**src/rtl/fp_div_iter.sv**
```systemverilog
// rtl/fp_div_iter.sv - iterative restoring floating-point divider, result = a_operand / b_operand
//
// Packed format {sign, exponent[EXP_W], mantissa[MAN_W]}. The hidden bit is 1
// when the exponent field is nonzero. One quotient bit is produced per clock.
//
// Ports:
//   clk          rising-edge clock
//   rst          asynchronous, active-high reset
//   in_valid     operands valid
//   in_ready     divider idle, operands can be accepted
//   a_operand    dividend
//   b_operand    divisor
//   out_valid    result valid, held until out_ready
//   out_ready    consumer accepts result
//   result       quotient
//   div_by_zero  set with the current result when the divisor was zero
//
// Optional build macro FP_DIV_POW2_BYPASS_EN: a non-special divisor with a zero
// fraction (a power of two) skips the DIVIDE state and loads the quotient directly.

`ifndef EXPONENT
`define EXPONENT 8
`endif
`ifndef MANTISSA
`define MANTISSA 23
`endif

module fp_div_iter #(
  parameter int EXP_W = `EXPONENT,
  parameter int MAN_W = `MANTISSA,
  parameter int BIAS  = 2**(EXP_W-1)-1
) (
  input  logic                   clk,
  input  logic                   rst,
  input  logic                   in_valid,
  output logic                   in_ready,
  input  logic [EXP_W+MAN_W:0]   a_operand,
  input  logic [EXP_W+MAN_W:0]   b_operand,
  output logic                   out_valid,
  input  logic                   out_ready,
  output logic [EXP_W+MAN_W:0]   result,
  output logic                   div_by_zero
);

  localparam int W     = EXP_W + MAN_W + 1;
  localparam int Q_W   = MAN_W + 3;
  localparam int R_W   = MAN_W + 2;
  localparam int CNT_W = $clog2(Q_W + 1);

  localparam logic [1:0] S_IDLE   = 2'd0;
  localparam logic [1:0] S_DIVIDE = 2'd1;
  localparam logic [1:0] S_NORM   = 2'd2;
  localparam logic [1:0] S_DONE   = 2'd3;

  localparam logic signed [EXP_W+1:0] E_ZERO = '0;
  localparam logic signed [EXP_W+1:0] E_MAX  = (EXP_W+2)'((2**EXP_W) - 1);
  localparam logic signed [EXP_W+1:0] E_BIAS = (EXP_W+2)'(BIAS);

  logic [1:0]       state;
  logic             sign_r;
  logic [EXP_W-1:0] ea_r, eb_r;
  logic [MAN_W:0]   sb_r;
  logic [R_W-1:0]   rem_r;
  logic [Q_W-1:0]   q_r;
  logic [CNT_W-1:0] cnt_r;

  // Operand decode at accept
  logic [EXP_W-1:0] a_exp, b_exp;
  logic [MAN_W-1:0] a_frac, b_frac;
  logic [MAN_W:0]   a_sig, b_sig;
  logic             in_sign, any_special, a_zero, b_zero;

  assign a_exp       = a_operand[W-2:MAN_W];
  assign b_exp       = b_operand[W-2:MAN_W];
  assign a_frac      = a_operand[MAN_W-1:0];
  assign b_frac      = b_operand[MAN_W-1:0];
  assign a_sig       = {|a_exp, a_frac};
  assign b_sig       = {|b_exp, b_frac};
  assign in_sign     = a_operand[W-1] ^ b_operand[W-1];
  assign any_special = (&a_exp) | (&b_exp);
  assign a_zero      = (a_exp == '0) && (a_frac == '0);
  assign b_zero      = (b_exp == '0) && (b_frac == '0);

  // One restoring step: the remainder after subtraction is below the divisor,
  // so shifting left by one always fits in R_W bits.
  logic           ge;
  logic [R_W-1:0] rem_sub, rem_next;

  assign ge       = rem_r >= {1'b0, sb_r};
  assign rem_sub  = ge ? (rem_r - {1'b0, sb_r}) : rem_r;
  assign rem_next = rem_sub << 1;

  // Normalise, round (nearest, ties away) and range-check the exponent
  logic                    q_top, guard, round_ovf;
  logic [MAN_W-1:0]        mant, mant_r;
  logic [MAN_W:0]          mant_sum;
  logic signed [EXP_W+1:0] e_calc;
  logic [W-1:0]            norm_result;

  always_comb begin
    q_top     = q_r[Q_W-1];
    mant      = q_top ? q_r[MAN_W+1:2] : q_r[MAN_W:1];
    guard     = q_top ? q_r[1] : q_r[0];
    mant_sum  = {1'b0, mant} + (MAN_W+1)'(guard);
    round_ovf = mant_sum[MAN_W];
    mant_r    = round_ovf ? '0 : mant_sum[MAN_W-1:0];
    e_calc    = $signed({2'b00, ea_r}) - $signed({2'b00, eb_r}) + E_BIAS
              - $signed((EXP_W+2)'(!q_top)) + $signed((EXP_W+2)'(round_ovf));
    if (e_calc <= E_ZERO)
      norm_result = {sign_r, {EXP_W{1'b0}}, {MAN_W{1'b0}}};
    else if (e_calc >= E_MAX)
      norm_result = {sign_r, {EXP_W{1'b1}}, {MAN_W{1'b0}}};
    else
      norm_result = {sign_r, e_calc[EXP_W-1:0], mant_r};
  end

  always_ff @(posedge clk or posedge rst) begin
    if (rst) begin
      state       <= S_IDLE;
      sign_r      <= 1'b0;
      ea_r        <= '0;
      eb_r        <= '0;
      sb_r        <= '0;
      rem_r       <= '0;
      q_r         <= '0;
      cnt_r       <= '0;
      result      <= '0;
      div_by_zero <= 1'b0;
    end else begin
      case (state)
        S_IDLE: begin
          if (in_valid) begin
            sign_r <= in_sign;
            ea_r   <= a_exp;
            eb_r   <= b_exp;
            sb_r   <= b_sig;
            rem_r  <= {1'b0, a_sig};
            q_r    <= '0;
            cnt_r  <= '0;
            if (any_special) begin
              result      <= {in_sign, {EXP_W{1'b1}}, {MAN_W{1'b0}}};
              div_by_zero <= 1'b0;
              state       <= S_DONE;
            end else if (b_zero) begin
              result      <= {in_sign, {EXP_W{1'b1}}, {MAN_W{1'b0}}};
              div_by_zero <= 1'b1;
              state       <= S_DONE;
            end else if (a_zero) begin
              result      <= {in_sign, {EXP_W{1'b0}}, {MAN_W{1'b0}}};
              div_by_zero <= 1'b0;
              state       <= S_DONE;
            end else begin
              div_by_zero <= 1'b0;
`ifdef FP_DIV_POW2_BYPASS_EN
              // Divisor significand is exactly 1.0: quotient is the dividend
              // significand scaled to the quotient width.
              if (b_frac == '0) begin
                q_r   <= {a_sig, 2'b00};
                state <= S_NORM;
              end else begin
                state <= S_DIVIDE;
              end
`else
              state <= S_DIVIDE;
`endif
            end
          end
        end
        S_DIVIDE: begin
          rem_r <= rem_next;
          q_r   <= {q_r[Q_W-2:0], ge};
          cnt_r <= cnt_r + 1'b1;
          if (cnt_r == CNT_W'(Q_W - 1))
            state <= S_NORM;
        end
        S_NORM: begin
          result <= norm_result;
          state  <= S_DONE;
        end
        default: begin
          if (out_ready)
            state <= S_IDLE;
        end
      endcase
    end
  end

  assign in_ready  = (state == S_IDLE);
  assign out_valid = (state == S_DONE);

endmodule
```
**config.mk**
```make
export PLATFORM = sky130hd
export DESIGN_NAME = fp_div_iter
export DESIGN_NICKNAME = d
export VERILOG_FILES = /design/src/rtl/fp_div_iter.sv
export SDC_FILE = /design/constraint.sdc
export NUM_CORES = 1
export LEC_CHECK = 0
export ABC_AREA = 1
export CAP_MARGIN = 15
export CORE_ASPECT_RATIO = 1.1
export CORE_MARGIN = 5
export CORE_UTILIZATION = 40
export DETAILED_ROUTE_END_ITERATION = 10
export DONT_BUFFER_PORTS = 1
export PLACE_DENSITY = 0.51
export SLEW_MARGIN = 20
export SYNTH_ARGS = -nofsm -noshare
export SYNTH_HDL_FRONTEND = slang
export SYNTH_SLANG_ARGS = --single-unit
```
**constraint.sdc**
```tcl
create_clock -name clk -period 12.6 [get_ports clk]
set_input_delay 1.89 -clock clk [delete_from_list [all_inputs] [get_ports clk]]
set_output_delay 1.89 -clock clk [all_outputs]
set_load 0.05 [all_outputs]
```
# After elaboration in Yosys (flattened, before gate mapping)
# Cells that the tools add are included.
# W data, S select, Z words.
totals:
  wordCells: 74
  reg_bits: 132
  inputBits: 68
op_classes:
  reduce_logical: 19
  n_addsub: 7
  n_eq_ne: 7
  order_cmp: 3
  n_mux: 26
  n_bitwise: 2
ops:
  columns: ["op", "n"]
  rows:
  - ["$mux W32", 4]
  - ["$pmux W32 S2", 1]
  - ["$mux W31", 2]
  - ["$pmux W26 S2", 1]
  - ["$pmux W25 S2", 1]
  - ["$logic_not A23 Y1", 2]
  - ["$mux W23", 2]
  - ["$mux W26", 1]
  - ["$ge A25 B24 Y1", 1]
  - ["$mux W25", 1]
  - ["$add A23 B1 Y24", 1]
  - ["$mux W24", 1]
  - ["$sub A24 B24 Y24", 1]
  - ["$logic_not A8 Y1", 2]
  - ["$reduce_and A8 Y1", 2]
  - ["$reduce_or A8 Y1", 2]
  - ["$mux W2", 6]
  - ["$add A10 B2 Y10", 1]
  - ["$add A9 B8 Y10 const B", 1]
  - ["$ge A10 B9 Y1 const B", 1]
  - ["$le A10 B1 Y1 const B", 1]
  - ["$pmux W5 S2", 1]
  - ["$sub A10 B2 Y10", 1]
  - ["$sub A8 B8 Y9", 1]
  - ["18 further kinds", 26]

# Logic depth before layout (Yosys ltp)
# Gate-level depths: netlist (run 1).
depth:
  depth_word: 8
  ltp_mapped: 28
  mapped_depth_nobuf: 25

# Least setup slack after synthesis (run 1)
# No wires, ideal clock.
synth_path:
  path_type: "register to register"
  from: "register q_r[25]"
  to: "register result[2]"
  setup_time_ns: 0.118
  t_required_ns: 12.482
  n_path_buf: 3
  setup_slack_ns: 8.462
  arrival_time_ns: 4.019
  stages_incl_launch_ff: 25
  synth_period_minus_slack_ns: 4.138
  path_cell_list: "dfrtp_1 buf_6 buf_6 o21ai_0 ha_1 nand3_1 nor2_1 nand3_2 nor2_4 nand2_1 nor4_1 fa_1 ha_1 inv_1 fa_1 nand3_1 a21oi_1 nand3_1 nor2_1 nand3_1 nand2_2 clkinv_1 buf_2 nand4_1 nand2_1"
synth_via:
  elab_chain_cells: 7
  word_cells_on_any_way: 12
  classes_between: "add/sub: 3; order compare: 2; mux: 6; reduce/logical: 1"
synth_rtl:
  columns: ["element", "line_no", "source"]
  rows:
  - ["start: declaration", "64", "logic [Q_W-1:0] q_r;"]
  - ["start signal: assignment", "171", "q_r <= {q_r[Q_W-2:0], ge};"]
  - ["$mux W23 (tied with other cells)", "102", "mant = q_top ? q_r[MAN_W+1:2] : q_r[MAN_W:1];"]
  - ["$add A23 B1 Y24 or $sub A10 B2 Y10 (tied branches)", "104, 108", null]
  - ["$add A10 B2 Y10", "108", "- $signed((EXP_W+2)'(!q_top)) + $signed((EXP_W+2)'(round_ovf));"]
  - ["$ge A10 B9 Y1", "111", "else if (e_calc >= E_MAX)"]
  - ["$mux W31", "111", null]
  - ["$mux W31 *", "109", "if (e_calc <= E_ZERO)"]
  - ["$pmux W32 S2 *", "130", "case (state)"]
  - ["end signal: assignment", "141", "result <= {in_sign, {EXP_W{1'b1}}, {MAN_W{1'b0}}};"]
  - ["end signal: assignment", "145", "result <= {in_sign, {EXP_W{1'b1}}, {MAN_W{1'b0}}};"]
  - ["end signal: assignment", "149", "result <= {in_sign, {EXP_W{1'b0}}, {MAN_W{1'b0}}};"]
  - ["end: declaration", "41", "output logic [EXP_W+MAN_W:0] result,"]
# Mark *: on every way between the ends. The rest lies on a longest branch, timed or not.
# A chain may end at the register's enable or synchronous reset.

# Worst setup path after layout (run 1)
layout_path:
  from: "register q_r[25]"
  to: "register result[13]"
# The elaborated chain is that of the path after synthesis.

==> flow_metrics.tcl, run 1 <==
set metrics [dict create \
    fp.dieH_um 172.8 \
    period_share 0.3902 \
    synth_top_area_frac 0.3429 \
    num_antenna_cells 0 \
    drc_errors 0 \
    synth-seq-cells 132 \
    maxSlewHeadroom 0.2679 \
    cts_resized 0 \
    drtAntennaViolNets 0 \
    fin_nets 1544 \
    synth_area_leaders "dfrtp_1 (34%), nand2_1 (16%), inv_1 (8.9%), ha_1 (6.1%), nor2_1 (5.7%)" \
    antenna_found_initial 0 \
    synthToLayoutAreaGrowth_pct 8.886 \
    slew_violations 0 \
    core_um2 23700 \
    grt_setup_unrepaired "false" \
    grt_pass1_wl_um 44220 \
    clkSlewWorstSetupHoldPaths_ns 0.06 \
    crit_buf_inv 2 \
    max_stage_delay_ns 0.59 \
    cp_slowest_cell "nand2_1" \
    cp_max_fo 51 \
    port_buffers 0 \
    crit_top_cell "nand2_1" \
    syn_avg_cell_area_um2 6.670 \
    place_hpwl_um 19920 \
    path_class "reg -> reg" \
    gp_congestion 0.9066 \
    ys_seq_area_frac 0.3429 \
    grt_pass1_vias 8715 \
    skew_ns 0.01382 \
    drtIter0Drc 496 \
    drive_gt1_frac 0.04798 \
    start_kind "flop" \
    hold_buffers 0 \
    post-cts-setup-buffers 0 \
    yosysTopAreaCell "dfrtp_1" \
    final_cells 1743 \
    io_pins 103 \
    crit_family "simple AND/OR/NAND/NOR gates" \
    clock-root-buffer "clkbuf_16" \
    synth_cells 1444 \
    dp.cells 1711 \
    start_util 0.4065 \
    end_kind "flop" \
    firstDrtPassIters 7 \
    status "completed" \
    clock_latency_ns 0.43 \
    dieWidth_um 158.0 \
    clk_path_buf_depth 2 \
    wl_um 26700 \
    vias_per_cell 5.025 \
    max_freq_ghz 0.2034 \
    maxCapViolCount 0 \
    h-tree-depth 4 \
    synth_area_um2 9632 \
    core.rowCount 59 \
    ys_warn_count 0 \
    wl_per_cell_um 15.32 \
    vias 8758 \
    hold_class "reg -> reg" \
    critPathRequiredTime_ns 12.90 \
    grt_overflow 0 \
    grt_max_degree 72 \
    dpl-instance-area_um2 9846 \
    finalHoldViolCount 0 \
    hold_ws_ns 0.4825 \
    yosys.cell_types.count 40 \
    setup_viol 0 \
    syn-num-nets 1563 \
    fillers 2550 \
    grt_usage 0.1997 \
    die_area_um2 27290 \
    worst_pin_slew_ns 1.098 \
    final.min_clock_period_ns 4.917 \
    tns_ns 0 \
    arrival_ns 5.21 \
    clock-sinks 132 \
    cts_buffers 17 \
    postLayoutCellArea_um2 10490 \
    path_cells "buf_4 > nand2_1 > o21ai_0 > ha_1 > nand3_1 > nor2_1 > nand3_2 > nor2_4 > nand2_1 > nor4_1 > fa_1 > ha_1 > inv_1 > fa_1 > nand3b_1 > nor2_1 > nand3_1 > nor2_1 > nand3_1 > nand2_1 > nand2_1 > nand4_1 > nand2_1" \
    cts_tree "done" \
]
[final timing paths]
kind	start	to	slack (ns)	cells past startpoint
setup / recovery	q_r[25]	result[13]	7.68	23
hold / removal	eb_r[0]	eb_r[0]	0.48	2
setup reg to reg	q_r[25]	result[13]	7.68	23
hold reg to reg	eb_r[0]	eb_r[0]	0.48	2
max in group asynchronous	rst	rem_r[14]	9.91	2
min in group asynchronous	rst	result[10]	1.43	1
[kinds of logic (layout without fill, tap and decap cells)]
logic type	count (synthesis)	count (layout)	synth area share
xor+xnor	28	28	0.02546
fa+ha+maj	51	51	0.06937
compound gates	183	183	0.1024
simple gates	773	773	0.3453
flops	132	132	0.3429
buf+inv	277	271	0.1146
[cell usage after synthesis (all sizes together)]
| cell type | count |
|---|---|
| inv | 229 |
| dfrtp | 132 |
| and2 | 1 |
| a21boi | 1 |
| or2 | 5 |
| nor2 | 155 |
| nor3 | 14 |
| a21oi | 80 |
| a41oi | 1 |
| o31ai | 1 |
| xnor2 | 11 |
| nor4 | 1 |
| clkbuf | 26 |
| fa | 4 |
| clkinv | 4 |
| nand4 | 65 |
| o22ai | 28 |
| buf | 18 |
| a21o | 2 |
| nand3 | 98 |
| ha | 47 |
| a31o | 1 |
| xor2 | 17 |
| o21ai | 68 |
| nand3b | 6 |
| nand2 | 428 |
| o21a | 1 |
[state kept, by name, indices dropped and copies added, names as in the netlist, 2 cells and up]
name	cells
cnt_r	5
ea_r	8
eb_r	8
q_r	26
rem_r	25
result	32
sb_r	24
state	2
[metrics by stage]
step	worst slack, ns	util
4_1_cts	7.646	0.4425
6_report	7.683	0.4426
3_5_place_dp	7.656	0.4155
3_3_place_gp	7.689	0.4155
5_1_grt	6.975	0.4426
2_1_floorplan	7.184	-
[metal layers]
layer / global-route usage / wire length [um]
met5: 0 / 0
met4: 0.05332 / 535
met3: 0.03450 / 967
met2: 0.3616 / 13810
met1: 0.2420 / 11380
[worst min-delay path, cell delays in order (launching register included)]
cell and delay (ns):
dfrtp_1 0.35, nand2_1 0.05, nand2_1 0.05
[area by class of cell]
cell class,instances,area [um^2],area share
clock buffers,19,432.9,0.04128
clock inverters,13,207.7,0.01980
inverters,233,880.8,0.08399
multi-input cells,1035,5236,0.4993
flip-flops and latches,132,3303,0.3150
well taps,305,381.6,0.03639
repair buffers,6,45.04,0.004295
[cell usage in the layout, fill, tap and decap left out, types with 12 or more instances in the layout]
| master | netlist | routed |
|---|---|---|
| inv_1 | 228 | 227 |
| o21ai_1 | 12 | 12 |
| o22ai_1 | 28 | 28 |
| clkbuf_16 | 0 | 17 |
| a21oi_1 | 79 | 79 |
| nand4_1 | 65 | 65 |
| xor2_1 | 17 | 17 |
| nand3_1 | 93 | 93 |
| o21ai_0 | 53 | 52 |
| nor3_1 | 14 | 14 |
| nand2_1 | 423 | 423 |
| dfrtp_1 | 132 | 132 |
| ha_1 | 47 | 47 |
| nor2_1 | 147 | 147 |
Power of run 1 is not shown: default switching activity piles up to over one toggle a cycle in this logic, so the estimate is an artifact.
==> inputs of run 2 (changes only) <==
--- a/config.mk
+++ b/config.mk
@@ -12,7 +12,7 @@
 export CORE_UTILIZATION = 40
 export DETAILED_ROUTE_END_ITERATION = 10
 export DONT_BUFFER_PORTS = 1
-export PLACE_DENSITY = 0.51
+export PLACE_DENSITY = 0.53
 export SLEW_MARGIN = 20
 export SYNTH_ARGS = -nofsm -noshare
 export SYNTH_HDL_FRONTEND = slang
==> constraint.sdc (replaced) <==
create_clock -name clk -period 4.3 [get_ports clk]
set_input_delay 0.645 -clock clk [delete_from_list [all_inputs] [get_ports clk]]
set_output_delay 0.645 -clock clk [all_outputs]
set_load 0.05 [all_outputs]
==> flow_metrics.tcl, run 2 (synthesis results as in run 1) <==
set metrics [dict create \
    drive_gt1_frac 0.06077 \
    layout_common_cells "nand2_1 (422), inv_1 (227), nor2_1 (145)" \
    final_common_cell "nand2_1" \
    cts_tree "done" \
    critPathRequiredTime_ns 4.61 \
    arrival_ns 4.24 \
    start_util 0.4065 \
    wl_um 26460 \
    post-cts-setup-buffers 0 \
    antenna_found_initial 0 \
    fin_nets 1554 \
    drc_errors 0 \
    cts_buffers 17 \
    period_share 0.9136 \
    dieWidth_um 158.0 \
    num_antenna_cells 0 \
    skew_ns 0.01278 \
    vias 8845 \
    slew_violations 0 \
    top_layer "met4" \
    clock_latency_ns 0.43 \
    clkSlewWorstSetupHoldPaths_ns 0.06 \
    fp.dieH_um 172.8 \
    grt_max_degree 74 \
    core_um2 23700 \
    h-tree-depth 4 \
    port_buffers 0 \
    wl_met2_um 13390 \
    maxCapViolCount 0 \
    wl_met3_um 1012 \
    reg.largest.list "result (32), q_r (26), rem_r (25)" \
    clock-sinks 132 \
    hold_ws_ns 0.1987 \
    die_area_um2 27290 \
    drtIter0Drc 474 \
    io_pins 103 \
    grt_setup_unrepaired "false" \
    final_core_util 0.4481 \
    end_kind "flop" \
    worst_pin_slew_ns 0.9189 \
    status "completed" \
    final.min_clock_period_ns 3.928 \
    drtAntennaViolNets 0 \
    vias_per_cell 5.046 \
    cp_max_fo 19 \
    grt_pass1_vias 8779 \
    maxSlewHeadroom 0.3867 \
    grt_pass1_wl_um 43780 \
    place_hpwl_um 20010 \
    grt_overflow 0 \
    hold_class "in -> async" \
    synthToLayoutAreaGrowth_pct 10.25 \
    wl_per_cell_um 15.09 \
    firstDrtPassIters 5 \
    clk_path_buf_depth 2 \
    finalHoldViolCount 0 \
    max_freq_ghz 0.2546 \
    path_class "reg -> reg" \
    wl_met1_um 11380 \
    tns_ns 0 \
    gp_congestion 0.9019 \
    start_kind "flop" \
    regMostFlops "result" \
    clock-root-buffer "clkbuf_16" \
    grt_usage 0.1972 \
    core.rowCount 59 \
    setup_viol 0 \
    largest_reg_flops 32 \
]
## run 2: cell count changes in the layout (fill, tap and decap cells not counted), sizes merged
cell | before | now
clkbuf | 19 | 20
clkinv | 8 | 9
inv | 229 | 230
buf | 6 | 16
clkinvlp | 4 | 2
bufinv | 5 | 4
## run 2: path summary, 6_finish.rpt
| check | from | end | slack [ns] | depth (start not counted) |
|---|---|---|---|---|
| hold / removal | rst | result[17] | 0.20 | 1 |
| setup / recovery | q_r[25] | result[11] | 0.37 | 27 |
| setup reg to reg | q_r[25] | result[11] | 0.37 | 27 |
| hold reg to reg | sign_r | sign_r | 0.49 | 2 |
| max in group asynchronous | rst | sb_r[9] | 3.19 | 2 |
| min in group clk | b_operand[0] | sb_r[0] | 0.33 | 2 |
## run 2: repair_timing
| item | 4_1_cts | 5_1_grt |
|---|---|---|
| setup endpoints to repair | 0 | 31 |
| resized for setup | 0 | 11 |
| hold buffers | 0 | 0 |
## run 2: through the flow
stage	setup WS, ns	instance area [um^2]	instances
3_3_place_gp	0.2642	9933	1721
5_1_grt	0.01721	10620	1753
2_1_floorplan	0.1290	9632	1444
3_5_place_dp	0.1490	9933	1721
4_1_cts	0.1476	10580	1753
6_report	0.3716	10620	1753
## run 2: per-layer routing
| layer | vias to the layer above | GRT usage |
|---|---|---|
| met2 | 155 | 0.3534 |
| li1 | 4605 | - |
| met5 | - | 0 |
| met3 | 34 | 0.03400 |
| met1 | 4051 | 0.2365 |
| met4 | 0 | 0.06541 |
## run 2: layout make-up
class	instances	area [um^2]
clock buffers	20	466.7
clock inverters	12	176.4
fillers	2501	13080
inverters	233	880.8
multi-input cells	1035	5269
flip-flops and latches	132	3304
well taps	305	381.6
repair buffers	16	140.1
## run 2: worst max-delay path, cell delays in order, from the launching register on
cell and delay [ns]:
dfrtp_2 0.45, buf_4 0.17, inv_1 0.12, nand2_1 0.06, nand2_1 0.12, nand2_1 0.11
nor2_4 0.12, nand3_2 0.12, nor2_4 0.17, nand2_1 0.14, nor4_4 0.19, fa_2 0.24
ha_1 0.18, inv_1 0.06, fa_1 0.38, inv_1 0.10, nand2_1 0.07, nand2_1 0.06
nand2_1 0.04, nand2_1 0.09, nand3_1 0.07, nor2_1 0.08, nand3_1 0.08, nand2_2 0.13
clkinv_1 0.07, buf_4 0.20, nand4_1 0.11, nand2_1 0.05
Power of run 2 is left out for the same reason.
==> inputs of run 3 (changes only) <==
--- a/config.mk
+++ b/config.mk
@@ -9,10 +9,11 @@
 export CAP_MARGIN = 15
 export CORE_ASPECT_RATIO = 1.1
 export CORE_MARGIN = 5
-export CORE_UTILIZATION = 40
+export CORE_UTILIZATION = 23
 export DETAILED_ROUTE_END_ITERATION = 10
 export DONT_BUFFER_PORTS = 1
-export PLACE_DENSITY = 0.53
+export GPL_ROUTABILITY_DRIVEN = 0
+export PLACE_DENSITY = 0.34
 export SLEW_MARGIN = 20
 export SYNTH_ARGS = -nofsm -noshare
 export SYNTH_HDL_FRONTEND = slang
==> constraint.sdc (replaced) <==
create_clock -name clk -period 4.3 [get_ports clk]
set_input_delay 0.645 -clock clk [delete_from_list [all_inputs] [get_ports clk]]
set_output_delay 0.645 -clock clk [all_outputs]
set_load 0.005 [all_outputs]
==> flow_metrics.tcl, run 3 (synthesis results as in run 1) <==
set metrics [dict create \
    antenna_found_initial 1 \
    grt_usage 0.1419 \
    grt_setup_unrepaired "false" \
    hold_class "in -> async" \
    die_area_um2 46070 \
    wl_um 32040 \
    core_um2 41380 \
    vias 8826 \
    cp_slowest_cell "fa_2" \
    crit_top_cell "nand3_1" \
    maxCapViolCount 0 \
    cts_tree "done" \
    largest_reg_flops 32 \
    clock_latency_ns 0.45 \
    regMostFlops "result" \
    dieWidth_um 205.1 \
    maxSlewHeadroom 0.3039 \
    drtIter0Drc 350 \
    port_buffers 0 \
    grt_pass1_vias 9142 \
    final_common_cell "nand2_1" \
    path_class "reg -> reg" \
    clock-sinks 132 \
    fillers 4795 \
    wl_per_cell_um 15.88 \
    clkSlewWorstSetupHoldPaths_ns 0.07 \
    skew_ns 0.01135 \
    clock-root-buffer "clkbuf_16" \
    path_cells "o21ai_2 > ha_2 > nand3_1 > nor2_2 > nand3_2 > nor2_4 > nand2_2 > nor4_4 > fa_2 > ha_2 > inv_1 > fa_2 > nand3_1 > a21oi_1 > nand3_1 > nor2_1 > nand3_1 > nand2_2 > clkinv_1 > buf_8 > nand4_1 > nand2_1" \
    max_stage_delay_ns 0.54 \
    grt_max_degree 77 \
    clk_path_buf_depth 2 \
    final.min_clock_period_ns 4.020 \
    end_kind "flop" \
    io_pins 103 \
    drtAntennaViolNets 0 \
    layout_common_cells "nand2_1 (420), inv_1 (225), nor2_1 (144)" \
    h-tree-depth 4 \
    max_freq_ghz 0.2487 \
    drc_errors 0 \
    hold_buffers 0 \
    synthToLayoutAreaGrowth_pct 13.77 \
    period_share 0.9350 \
    grt_pass1_wl_um 51460 \
    core.rowCount 78 \
    vias_per_cell 4.374 \
    fp.dieH_um 224.6 \
    cp_max_fo 19 \
    final_core_util 0.2648 \
    cts_buffers 17 \
    fin_nets 1564 \
    reg.largest.list "result (32), q_r (26), rem_r (25)" \
    arrival_ns 4.36 \
    worst_pin_slew_ns 1.043 \
    critPathRequiredTime_ns 4.64 \
    hold_ws_ns 0.1813 \
    finalHoldViolCount 0 \
    drive_gt1_frac 0.07339 \
    start_util 0.2328 \
    tns_ns 0 \
    setup_viol 0 \
    firstDrtPassIters 5 \
    grt_overflow 0 \
    place_hpwl_um 24460 \
    slew_violations 0 \
    start_kind "flop" \
    num_antenna_cells 0 \
    status "completed" \
]
[run 3: path summary, 6_finish.rpt]
| check | depth (start not counted) | start | to | slack [ns] |
|---|---|---|---|---|
| worst min-delay path | 1 | rst | result[31] | 0.18 |
| worst min register to register | 2 | sign_r | sign_r | 0.48 |
| worst max register to register | 22 | q_r[25] | result[2] | 0.28 |
| min in group clk | 2 | a_operand[28] | ea_r[5] | 0.31 |
| max in group asynchronous | 2 | rst | q_r[25] | 3.13 |
| worst max-delay path | 22 | q_r[25] | result[2] | 0.28 |
[run 3: what timing repair did]
item,in CTS,in global routing
gates resized for setup,0,28
setup endpoints to repair,0,31
setup buffers,0,7
[run 3: layout make-up]
type                    count  area [um^2]  share of cell area
clock buffers              17        425.4             0.03882
clock inverters            15        138.9             0.01267
inverters                 233        879.6             0.08027
multi-input cells        1035         5284              0.4822
flip-flops and latches    132         3304              0.3016
well taps                 560        700.7             0.06394
repair buffers             26        225.2             0.02055
[run 3: critical path, delay by kind of cell (launching register included)]
family | cells | cell delay, ns
and+or+nand+nor | 13 | 1.68
adders and majority gates | 4 | 1.14
DFF | 1 | 0.46
buffers and inverters | 3 | 0.33
AOI/OAI and AO/OA | 2 | 0.29
[run 3: metal layers]
metal,track usage,share of wire
met1,0.1732,0.44
met2,0.2554,0.51
met3,0.02668,0.029
met4,0.03847,0.017
met5,0,0.00041
[run 3: stage by stage]
| stage | instances | worst slack, ns | instance area, um^2 |
|---|---|---|---|
| after global placement | 1979 | 0.1865 | 10260 |
| after CTS | 2011 | 0.05420 | 10830 |
| final | 2018 | 0.2796 | 10960 |
| after global routing | 2018 | 0.01831 | 10960 |
| after floorplan | 1444 | 0.1290 | 9632 |
| after detailed placement | 1979 | 0.06608 | 10260 |
Power of run 3 is left out for the same reason.
